`config.mk`:
```
export PLATFORM = sky130hd
export DESIGN_NAME = id_decode_stage_flat
export DESIGN_NICKNAME = d
export VERILOG_FILES = /design/src/rtl/id_decode_if.sv /design/src/rtl/id_decode_stage.sv /design/src/flat_wrapper.sv
export SDC_FILE = /design/constraint.sdc
export NUM_CORES = 1
export LEC_CHECK = 0
export CAP_MARGIN = 20
export CORE_AREA = 2 2 102 104
export DETAILED_ROUTE_END_ITERATION = 8
export DIE_AREA = 0 0 104 106
export DONT_BUFFER_PORTS = 1
export GPL_TIMING_DRIVEN = 0
export PLACE_DENSITY = 0.8
export SYNTH_ARGS = -nofsm -noshare
export SYNTH_HDL_FRONTEND = slang
export SYNTH_SLANG_ARGS = --single-unit
export TNS_END_PERCENT = 1
```
`constraint.sdc`:
```
create_clock -name clk -period 4.4 [get_ports clk]
set_clock_uncertainty 0.05 [all_clocks]
set_input_delay 0.88 -clock clk [delete_from_list [all_inputs] [get_ports clk]]
set_output_delay 0.88 -clock clk [all_outputs]
set_load 0.01 [all_outputs]
```
`src/rtl/id_decode_if.sv`:
```
// id_decode_if: fetch-to-EX handshake and decoded-field bundle for id_decode_stage
// master: fetch/EX side (drives if_*, flush, ex_ready); slave: the decode stage (drives if_ready and id_*).
interface id_decode_if #(
    parameter int XLEN = 32
);
    logic            if_valid;
    logic            if_ready;
    logic [31:0]     if_inst;
    logic [XLEN-1:0] if_pc;
    logic            flush;
    logic            ex_ready;
    logic            id_valid;
    logic [XLEN-1:0] id_pc;
    logic [24:0]     id_imm;
    logic [4:0]      id_SextOpe;
    logic [4:0]      id_rs1;
    logic [4:0]      id_rs2;
    logic [4:0]      id_rd;
    logic [6:0]      id_opcode;
    logic            id_illegal;

    modport master (
        output if_valid, if_inst, if_pc, flush, ex_ready,
        input  if_ready, id_valid, id_pc, id_imm, id_SextOpe, id_rs1, id_rs2, id_rd, id_opcode, id_illegal
    );
    modport slave (
        input  if_valid, if_inst, if_pc, flush, ex_ready,
        output if_ready, id_valid, id_pc, id_imm, id_SextOpe, id_rs1, id_rs2, id_rd, id_opcode, id_illegal
    );
endinterface

```
`src/rtl/id_decode_stage.sv`:
```
// id_decode_stage: IF/ID register stage with a 2-entry skid buffer and opcode / immediate-type decode
// Ports: clk; rst_n (synchronous, active-low); bus (id_decode_if.slave) carrying the fetch handshake
// (if_valid/if_ready/if_inst/if_pc), flush, the EX handshake (id_valid/ex_ready) and the decoded fields.
// Immediate-type codes are one-hot: I=00001, S=00010, B=00100, J=01000, U=10000, none=00000.
module id_decode_stage #(
    parameter int XLEN = 32
) (
    input  logic       clk,
    input  logic       rst_n,
    id_decode_if.slave bus
);
    localparam logic [4:0] IMM_I = 5'b00001;
    localparam logic [4:0] IMM_S = 5'b00010;
    localparam logic [4:0] IMM_B = 5'b00100;
    localparam logic [4:0] IMM_J = 5'b01000;
    localparam logic [4:0] IMM_U = 5'b10000;

    typedef struct packed {
        logic [XLEN-1:0] pc;
        logic [31:0]     inst;
        logic [4:0]      sext;
        logic            illegal;
    } entry_t;

    entry_t     main_q, skid_q, new_e;
    logic       main_valid, skid_valid, ready_q, accept, transfer;
    logic [6:0] op;

    // Decode happens on the incoming word so both storage slots hold finished entries.
    always_comb begin
        op          = bus.if_inst[6:0];
        new_e.pc    = bus.if_pc;
        new_e.inst  = bus.if_inst;
        new_e.sext  = (op == 7'b0000011 || op == 7'b0010011 || op == 7'b1100111 || op == 7'b1110011) ? IMM_I :
                      (op == 7'b0100011) ? IMM_S :
                      (op == 7'b1100011) ? IMM_B :
                      (op == 7'b1101111) ? IMM_J :
                      (op == 7'b0110111 || op == 7'b0010111) ? IMM_U : 5'b00000;
        // R-type is the only legal opcode without an immediate.
        new_e.illegal = (new_e.sext == 5'b00000) && (op != 7'b0110011);
    end

    assign accept   = bus.if_valid && ready_q;
    assign transfer = main_valid && bus.ex_ready;

    // ready_q mirrors !skid_valid so if_ready comes straight from a flop.
    always_ff @(posedge clk) begin
        if (!rst_n) begin
            main_valid <= 1'b0;
            skid_valid <= 1'b0;
            ready_q    <= 1'b1;
            main_q     <= '0;
            skid_q     <= '0;
        end else if (bus.flush) begin
            main_valid <= 1'b0;
            skid_valid <= 1'b0;
            ready_q    <= 1'b1;
        end else if (skid_valid) begin
            if (transfer) begin
                main_q     <= skid_q;
                skid_valid <= 1'b0;
                ready_q    <= 1'b1;
            end
        end else if (accept) begin
            if (!main_valid || transfer) begin
                main_q     <= new_e;
                main_valid <= 1'b1;
            end else begin
                skid_q     <= new_e;
                skid_valid <= 1'b1;
                ready_q    <= 1'b0;
            end
        end else if (transfer) begin
            main_valid <= 1'b0;
        end
    end

    assign bus.if_ready   = ready_q;
    assign bus.id_valid   = main_valid;
    assign bus.id_pc      = main_q.pc;
    assign bus.id_imm     = main_q.inst[31:7];
    assign bus.id_SextOpe = main_q.sext;
    assign bus.id_rs1     = main_q.inst[19:15];
    assign bus.id_rs2     = main_q.inst[24:20];
    assign bus.id_rd      = main_q.inst[11:7];
    assign bus.id_opcode  = main_q.inst[6:0];
    assign bus.id_illegal = main_q.illegal;
endmodule

```
`src/flat_wrapper.sv`:
```
// flat-port wrapper written by rule: the top's interface ports become plain ports
module id_decode_stage_flat 
#(
    parameter int XLEN = 32
)
  (clk, rst_n, bus_if_valid, bus_if_inst, bus_if_pc, bus_flush, bus_ex_ready, bus_if_ready, bus_id_valid, bus_id_pc, bus_id_imm, bus_id_SextOpe, bus_id_rs1, bus_id_rs2, bus_id_rd, bus_id_opcode, bus_id_illegal);
  id_decode_if #(.XLEN(XLEN)) bus_i ();
  input  logic clk;
  input  logic rst_n;
  input wire logic [$bits(bus_i.if_valid)-1:0] bus_if_valid;
  input wire logic [$bits(bus_i.if_inst)-1:0] bus_if_inst;
  input wire logic [$bits(bus_i.if_pc)-1:0] bus_if_pc;
  input wire logic [$bits(bus_i.flush)-1:0] bus_flush;
  input wire logic [$bits(bus_i.ex_ready)-1:0] bus_ex_ready;
  output wire logic [$bits(bus_i.if_ready)-1:0] bus_if_ready;
  output wire logic [$bits(bus_i.id_valid)-1:0] bus_id_valid;
  output wire logic [$bits(bus_i.id_pc)-1:0] bus_id_pc;
  output wire logic [$bits(bus_i.id_imm)-1:0] bus_id_imm;
  output wire logic [$bits(bus_i.id_SextOpe)-1:0] bus_id_SextOpe;
  output wire logic [$bits(bus_i.id_rs1)-1:0] bus_id_rs1;
  output wire logic [$bits(bus_i.id_rs2)-1:0] bus_id_rs2;
  output wire logic [$bits(bus_i.id_rd)-1:0] bus_id_rd;
  output wire logic [$bits(bus_i.id_opcode)-1:0] bus_id_opcode;
  output wire logic [$bits(bus_i.id_illegal)-1:0] bus_id_illegal;
  assign bus_i.if_valid = bus_if_valid;
  assign bus_i.if_inst = bus_if_inst;
  assign bus_i.if_pc = bus_if_pc;
  assign bus_i.flush = bus_flush;
  assign bus_i.ex_ready = bus_ex_ready;
  assign bus_if_ready = bus_i.if_ready;
  assign bus_id_valid = bus_i.id_valid;
  assign bus_id_pc = bus_i.id_pc;
  assign bus_id_imm = bus_i.id_imm;
  assign bus_id_SextOpe = bus_i.id_SextOpe;
  assign bus_id_rs1 = bus_i.id_rs1;
  assign bus_id_rs2 = bus_i.id_rs2;
  assign bus_id_rd = bus_i.id_rd;
  assign bus_id_opcode = bus_i.id_opcode;
  assign bus_id_illegal = bus_i.id_illegal;
  id_decode_stage #(.XLEN(XLEN)) u_core (.clk(clk), .rst_n(rst_n), .bus(bus_i));
endmodule
```
* Word-level counts from Yosys, hierarchy flattened
Cells that the tools add are included.
** Word-level totals
- Flip-flop bits (word level) :: 143
- Bits of input ports :: 69
- Output and inout port bits :: 87
- Word-level logic and storage cells :: 66
** Operators by class
- Equality and inequality tests :: 13
- Mux-type cells :: 20
- Bitwise gates (word level) :: 4
- Reduce and logical (&&, ||, !) cells :: 18
** Operators with widths (count)
- $mux 70 :: 4
- $eq 7x7->1 const B :: 4
- $mux 5 :: 5
- $eq 7x5->1 const B :: 2
- $eq 7x6->1 const B :: 2
- $mux 1 :: 11
- $reduce_and 4->1 :: 2
- $eq 7x2->1 const B :: 1
- $ne 7x6->1 const B :: 1
- $reduce_and 3->1 :: 2
- $reduce_bool 2->1 :: 3
- $logic_not 5->1 :: 1
- $logic_or 1x1->1 :: 5
- $ne 2x2->1 const B :: 2
- $not 1->1 :: 4
- $logic_and 1x1->1 :: 3
- $ne 2x1->1 const B :: 1
- $reduce_or 2->1 :: 1
- $logic_not 1->1 :: 1

* Depth between registers and ports, before layout
Gate-level depths: netlist of the first run.
- Word-level depth :: 12
- Depth in mapped cells :: 8
- Gate-level depth less buffers :: 4

* Least setup slack after synthesis of the first run
Ideal clock, no wire load.
- Kind :: input-to-reg
- Start point :: in bus_ex_ready
- End point :: reg u_core.skid_q[5] (netlist name)
- Setup time :: 0.070 ns
- Arrival :: 1.933 ns
- Data required time :: 4.280 ns
- Setup slack :: 2.346 ns
- Stages on the path :: 7
- Path buffers :: 3
- Cell sequence :: and2b_1 > and4_1 > buf_2 > buf_2 > buf_2 > nand2_1 > a21oi_1
** Between the ends
- Word-level cells in the longest chain between the ends :: 4
** RTL lines
- start: declaration :: RTL line flat_wrapper.sv:14 : input wire logic [$bits(bus_i.ex_ready)-1:0] bus_ex_ready;
- $logic_and 1x1->1 :: RTL line id_decode_stage.sv:44 : assign transfer = main_valid && bus.ex_ready;
- $logic_or 1x1->1 :: RTL line id_decode_stage.sv:65 : if (!main_valid || transfer) begin
- $not 1->1 (no source line)
- $reduce_and 4->1 (no source line)
- end signal: assignment :: RTL line id_decode_stage.sv:69 : skid_q <= new_e;
- end: declaration :: RTL line id_decode_stage.sv:25 : entry_t main_q, skid_q, new_e;
Every way passes these cells.
A chain may end at the register's enable or synchronous reset.

* Worst setup path after layout of the first run
- Start point :: in rst_n
- End point :: reg u_core.skid_q[2] (netlist name)
** RTL lines
- start: declaration :: RTL line flat_wrapper.sv:9 : input logic rst_n;
No word-level cell between the ends.

==> results.json, run 1 <==
{
  "status": "completed",
  "clk_latency_ns": 0.53,
  "yosys-top-cells-count": "dfxtp_1 (143), nand2_1 (140), a21oi_1 (78), nor2_1 (68), a211oi_1 (66)",
  "cts_setup_buffers": 0,
  "holdCritStartpoint": "bus_ex_ready",
  "cts.sinks": 143,
  "synth_area_leaders": "dfxtp_1 (49%), mux2i_1 (11%), nand2_1 (9.0%)",
  "fp.coreArea_um2": 10000,
  "power_mw": 2.94,
  "crit_path_end_kind": "flop",
  "diodes": 0,
  "fin_nets": 758,
  "stdcell_count": 838,
  "worstHoldPathCells": 1,
  "synth-main-ff-cell": "dfxtp_1",
  "rows": 37,
  "r2r_slack_ns": 2.34,
  "post-dp-hpwl_um": 10400,
  "syn_avg_cell_area_um2": 8.67,
  "whs_endpoint": "u_core.skid_valid",
  "finalHoldViolCount": 0,
  "fmax_mhz": 479,
  "numPlacedInstances": 806,
  "crit_fanout": 10,
  "grt_overflow": 0,
  "yosysTopAreaCell": "dfxtp_1",
  "tightest_slew_ns": 0.751,
  "finalMaxSlewViolations": 0,
  "ctsHtreeMaxLevel": 4,
  "async_reset_ff_share_pct": 0,
  "r2r_end": "u_core.skid_q[0]",
  "ys_warn_count": 0,
  "r2r-start": "u_core.bus.id_valid",
  "rsz0062_at_grt": "false",
  "syn-num-nets": 739,
  "grt_usage_pct": 27.0,
  "layout-drive-gt1-share_pct": 9.83,
  "start_kind": "input port",
  "grt_max_degree": 17,
  "critPathKind": "in -> reg",
  "fin_ws_ns": 2.31,
  "r2r_cells": 4,
  "synth_seq_area_share_pct": 49.3,
  "ys_types": 33,
  "fin_util_pct": 65.4,
  "leakage_nw": 2.18,
  "gp_congestion": 0.829,
  "area_growth_pct": 12.4,
  "antenna_found_initial": 0,
  "cts-root-buf": "clkbuf_8",
  "cts_tree": "done",
  "num_io_pins": 156,
  "fin_tns_setup_ns": 0,
  "synth-seq-cells": 143,
  "ir_drop_mv": 0.237,
  "cts_buffers": 17,
  "die_height_um": 106,
  "dp_slack_ns": 1.77,
  "wl_um": 14600,
  "placed_cell_area_um2": 5980,
  "cp.required_ns": 4.74,
  "grt_pass1_vias": 4838,
  "drt-initial-drc-count": 305,
  "hold_class": "in -> reg",
  "routed-via-count": 4851,
  "cts_resized": 0,
  "synth_area_um2": 5810,
  "synth.most_common_cell": "dfxtp_1",
  "synth_top_area_share_pct": 49.3,
  "drv_cap": 0,
  "postCtsHoldBufs": 0,
  "clk_pin_slew_ns": 0.06,
  "die-area_um2": 11000,
  "clockBufferDepth": 2,
  "dieWidth_um": 104,
  "max-slew-margin-rel_pct": 49.9,
  "finalSetupViolCount": 0,
  "stdcell_area_um2": 6540,
  "wl_per_cell_um": 17.5,
  "cp.arrival_ns": 2.43,
  "vias_per_cell": 5.79,
  "synthCells": 670,
  "fin_crit_ns": 2.09,
  "synth_edf_count": 0,
  "hold_slack_ns": 0.404,
  "drtAntennaViolNets": 0,
  "fin_crit_sh_pct": 47.5,
  "powerDensity_nw_per_um2": 450,
  "port_buffers": 0,
  "grt_pass1_wl_um": 23600,
  "drc": 0,
  "dr.pass1.iters": 5,
  "start_util_pct": 58.1
}
critical path, stage by stage:
cell and delay (ns):
clkbuf_1 0.21, inv_2 0.26, clkbuf_1 0.52, clkbuf_1 0.46
a21oi_1 0.09
layer usage:
metal  vias to the layer above  share of wire, %  wire length, µm  global-route usage, %
met5                         -                 0                0                      0
met4                         0               1.6              228                   10.2
met3                        22               7.6             1120                   9.01
met2                       179                51             7420                   47.1
met1                      2305                40             5880                   30.8
li1                       2345                 -                -                      -
layout make-up:
class,count,area (µm²)
Buffer,70,355
Sequential cell,143,2860
Tap cell,136,170
Inverter,3,11.3
Clock buffer,26,498
Clock inverter,6,55.1
Multi-Input combinational cell,454,2580
Fill cell,866,3460
power by group:
part	internal, mW	switching (mW)	leakage, nW
Clock	0.820	0.512	0.279
Combinational	0.0787	0.118	0.736
Sequential	1.35	0.0614	1.17
Total	2.25	0.692	2.18
sequential cells by signal (all words and copies together) (netlist names), 5 cells and up:
signal,flops
u_core.skid_q,70
u_core.bus.id_pc,32
u_core.bus.id_imm,25
u_core.bus.id_opcode,7
u_core.bus.id_SextOpe,5
cell usage in the layout, fill, tap and decap left out, types with 16 or more instances in the layout:
master | synthesis | final
a211oi_1 | 66 | 66
a21oi_1 | 78 | 78
buf_2 | 17 | 17
buf_4 | 19 | 19
clkbuf_1 | 34 | 38
clkbuf_16 | 0 | 16
dfxtp_1 | 143 | 143
mux2i_1 | 65 | 65
nand2_1 | 140 | 140
nor2_1 | 68 | 68
how the worst max path moves through the flow:
stage	slack [ns]	cells after the start	start	end
after floorplan	2.35	7	bus_ex_ready	u_core.skid_q[5]
after global placement	1.82	5	rst_n	u_core.skid_q[39]
after detailed placement	1.77	5	rst_n	u_core.skid_q[2]
after CTS	2.35	1	u_core.bus.id_imm[8]	bus_id_rs1[0]
after global routing	2.18	5	rst_n	u_core.skid_q[2]
final	2.31	5	rst_n	u_core.skid_q[2]
cells by family after synthesis:
| kind of cell | count (synthesis) | share of synthesized area, % |
|---|---|---|
| simple gates | 231 | 16.4 |
| compound gates | 158 | 16.9 |
| flops | 143 | 49.3 |
| buf+inv | 73 | 6.31 |
| mux | 65 | 11.2 |
No activity file was read; power rests on OpenSTA's default activity.
==> run 2: changes to the inputs <==
--- a/config.mk
+++ b/config.mk
@@ -6,12 +6,12 @@
 export NUM_CORES = 1
 export LEC_CHECK = 0
 export CAP_MARGIN = 20
-export CORE_AREA = 2 2 102 104
+export CORE_AREA = 2 2 104 106
 export DETAILED_ROUTE_END_ITERATION = 8
-export DIE_AREA = 0 0 104 106
+export DIE_AREA = 0 0 106 108
 export DONT_BUFFER_PORTS = 1
 export GPL_TIMING_DRIVEN = 0
-export PLACE_DENSITY = 0.8
+export PLACE_DENSITY = 0.81
 export SYNTH_ARGS = -nofsm -noshare
 export SYNTH_HDL_FRONTEND = slang
 export SYNTH_SLANG_ARGS = --single-unit
==> constraint.sdc (replaced) <==
create_clock -name clk -period 1.9 [get_ports clk]
set_clock_uncertainty 0.05 [all_clocks]
set_input_delay 0.38 -clock clk [delete_from_list [all_inputs] [get_ports clk]]
set_output_delay 0.38 -clock clk [all_outputs]
set_load 0.01 [all_outputs]
==> results.json, run 2 (synthesized netlist as in run 1, its figures left out) <==
{
  "cp.required_ns": 2.25,
  "antenna_found_initial": 0,
  "finalSetupViolCount": 0,
  "grt_max_degree": 17,
  "powerDensity_nw_per_um2": 1010,
  "status": "completed",
  "swShare_pct": 23.6,
  "r2r_slack_ns": 0.02,
  "tightest_slew_ns": 0.781,
  "rsz0062_at_grt": "true",
  "dr.pass1.iters": 5,
  "crit_fanout": 10,
  "layout_common_cells": "dfxtp_1 (141), nand2_1 (140), a21oi_1 (78)",
  "p_int_mw": 5.72,
  "cts_buffers": 17,
  "r2r_cells": 5,
  "p_clk_share_pct": 48.1,
  "finalHoldViolCount": 0,
  "max-slew-margin-rel_pct": 47.9,
  "path_common_cell": "buf_2",
  "r2r_end": "u_core.bus.id_SextOpe[4]",
  "fp.coreArea_um2": 10200,
  "crit_path_end": "u_core.bus.id_SextOpe[4]",
  "die-area_um2": 11400,
  "critPathKind": "reg -> reg",
  "die_height_um": 108,
  "grt_pass1_wl_um": 26800,
  "cts-root-buf": "clkbuf_8",
  "crit_path_end_kind": "flop",
  "routed-via-count": 5410,
  "cp.arrival_ns": 2.23,
  "fin_crit_ns": 1.88,
  "leakage_nw": 2.52,
  "fin_util_pct": 72.4,
  "cp_cell_sequence": "buf_2 > buf_2 > clkbuf_1 > mux2i_1 > a21oi_1",
  "post-dp-hpwl_um": 10800,
  "grt_usage_pct": 29.9,
  "top_register": "u_core.skid_q",
  "p_comb_share_pct": 8.3,
  "clk_latency_ns": 0.52,
  "clk_pin_slew_ns": 0.06,
  "diodes": 0,
  "cts_tree": "done",
  "drv_cap": 0,
  "fmax_mhz": 532,
  "p_switching_mw": 1.77,
  "dieWidth_um": 106,
  "area_growth_pct": 27.5,
  "drc": 0,
  "grt_pass1_vias": 5630,
  "cp-startpoint": "u_core.skid_valid",
  "start_util_pct": 56.8,
  "vias_per_cell": 5.97,
  "wl_per_cell_um": 18.9,
  "fillCellCount": 734,
  "drtAntennaViolNets": 0,
  "final_common_cell": "dfxtp_1",
  "grt_overflow": 0,
  "rows": 37,
  "stdcell_area_um2": 7410,
  "p_seq_share_pct": 43.7,
  "slowest_delay_ns": 0.49,
  "worst_path_max_delay_cell": "clkbuf_1",
  "finalMaxSlewViolations": 0,
  "wl_um": 17200,
  "ctsHtreeMaxLevel": 4,
  "placed_cell_area_um2": 5980,
  "layout-drive-gt1-share_pct": 12.2,
  "clockBufferDepth": 2,
  "start_kind": "flop",
  "hold_class": "in -> reg",
  "r2r-start": "u_core.skid_valid",
  "largest_reg_flops": 70,
  "drt-initial-drc-count": 367,
  "gp_congestion": 0.835,
  "fin_crit_sh_pct": 99.0,
  "fin_nets": 826,
  "ir_drop_mv": 0.610,
  "num_io_pins": 156,
  "port_buffers": 0,
  "cts.sinks": 143
}
## run 2: cell types whose count changed in the layout (fill, tap and decap cells not counted), moves of 6 or more
cell / previous run / this run
dlygate4sd3_1: 0 / 65
a211oi_1: 66 / 54
a211oi_2: 1 / 12
clkbuf_1: 38 / 31
buf_2: 17 / 11
## run 2: what timing repair did
| action | 4_1_cts | 5_1_grt |
|---|---|---|
| resized for setup | 6 | 31 |
| endpoints found under the setup margin | 130 | 112 |
| endpoints found under the hold margin | 66 | 0 |
| pin swaps | 1 | 1 |
| hold buffers | 65 | 0 |
| setup buffers | 2 | 1 |
## run 2: critical path, delay by kind of cell, from the launching register on
kind	cells	cell delay [ns]
AOI/OAI and AO/OA	1	0.09
buffers and inverters	3	1.08
muxes	1	0.25
DFF	1	0.30
## run 2: stage by stage
| step | power, mW | std cells | TNS (ns) | worst slack [ns] | hold WS, ns |
|---|---|---|---|---|---|
| 2_1_floorplan | 3.66 | 670 | 0 | 0.320 | 0.382 |
| 3_3_place_gp | 3.76 | 806 | -4.33 | -0.127 | 0.389 |
| 3_5_place_dp | 3.79 | 806 | -9.03 | -0.201 | 0.397 |
| 4_1_cts | 7.46 | 905 | 0 | 0.000778 | 0.00467 |
| 5_1_grt | 7.71 | 906 | -0.843 | -0.0922 | 0.00628 |
| 6_report | 7.48 | 906 | 0 | 0.0190 | 0.0108 |
## run 2: power groups by stage
stage	clock, mW	combinational, mW	sequential, mW
after floorplan	0	0.361	3.30
after global placement	0	0.431	3.33
after detailed placement	0	0.454	3.33
after global routing	3.75	0.678	3.28
after CTS	3.61	0.578	3.27
final	3.60	0.618	3.27
## run 2: how the worst min path moves through the flow
stage / from / end / cells after the start
CTS: bus_flush / u_core.bus.id_valid / 2
global placement: u_core.skid_q[3] / u_core.skid_q[3] / 2
floorplan: u_core.skid_q[3] / u_core.skid_q[3] / 2
finish: bus_flush / u_core.bus.id_valid / 2
global route: bus_flush / u_core.bus.id_valid / 2
detailed placement: u_core.skid_q[13] / u_core.skid_q[13] / 2
## run 2: routing by layer
| layer | vias to the layer above | GRT usage [%] | routed length (µm) |
|---|---|---|---|
| met1 | 2588 | 32.9 | 6610 |
| met4 | 0 | 17.2 | 743 |
| met5 | - | 0 | 0 |
| met2 | 261 | 51.6 | 8500 |
| met3 | 82 | 9.10 | 1310 |
| li1 | 2479 | - | - |
## run 2: cell type report
cell class	instances	area, µm²	area share [%]
Clock buffer	19	432	5.83
Multi-Input combinational cell	454	2650	35.8
Timing Repair Buffer	68	673	9.08
Buffer	70	393	5.30
Tap cell	136	170	2.30
Sequential cell	143	2870	38.7
Inverter	3	11.3	0.152
Clock inverter	13	211	2.85
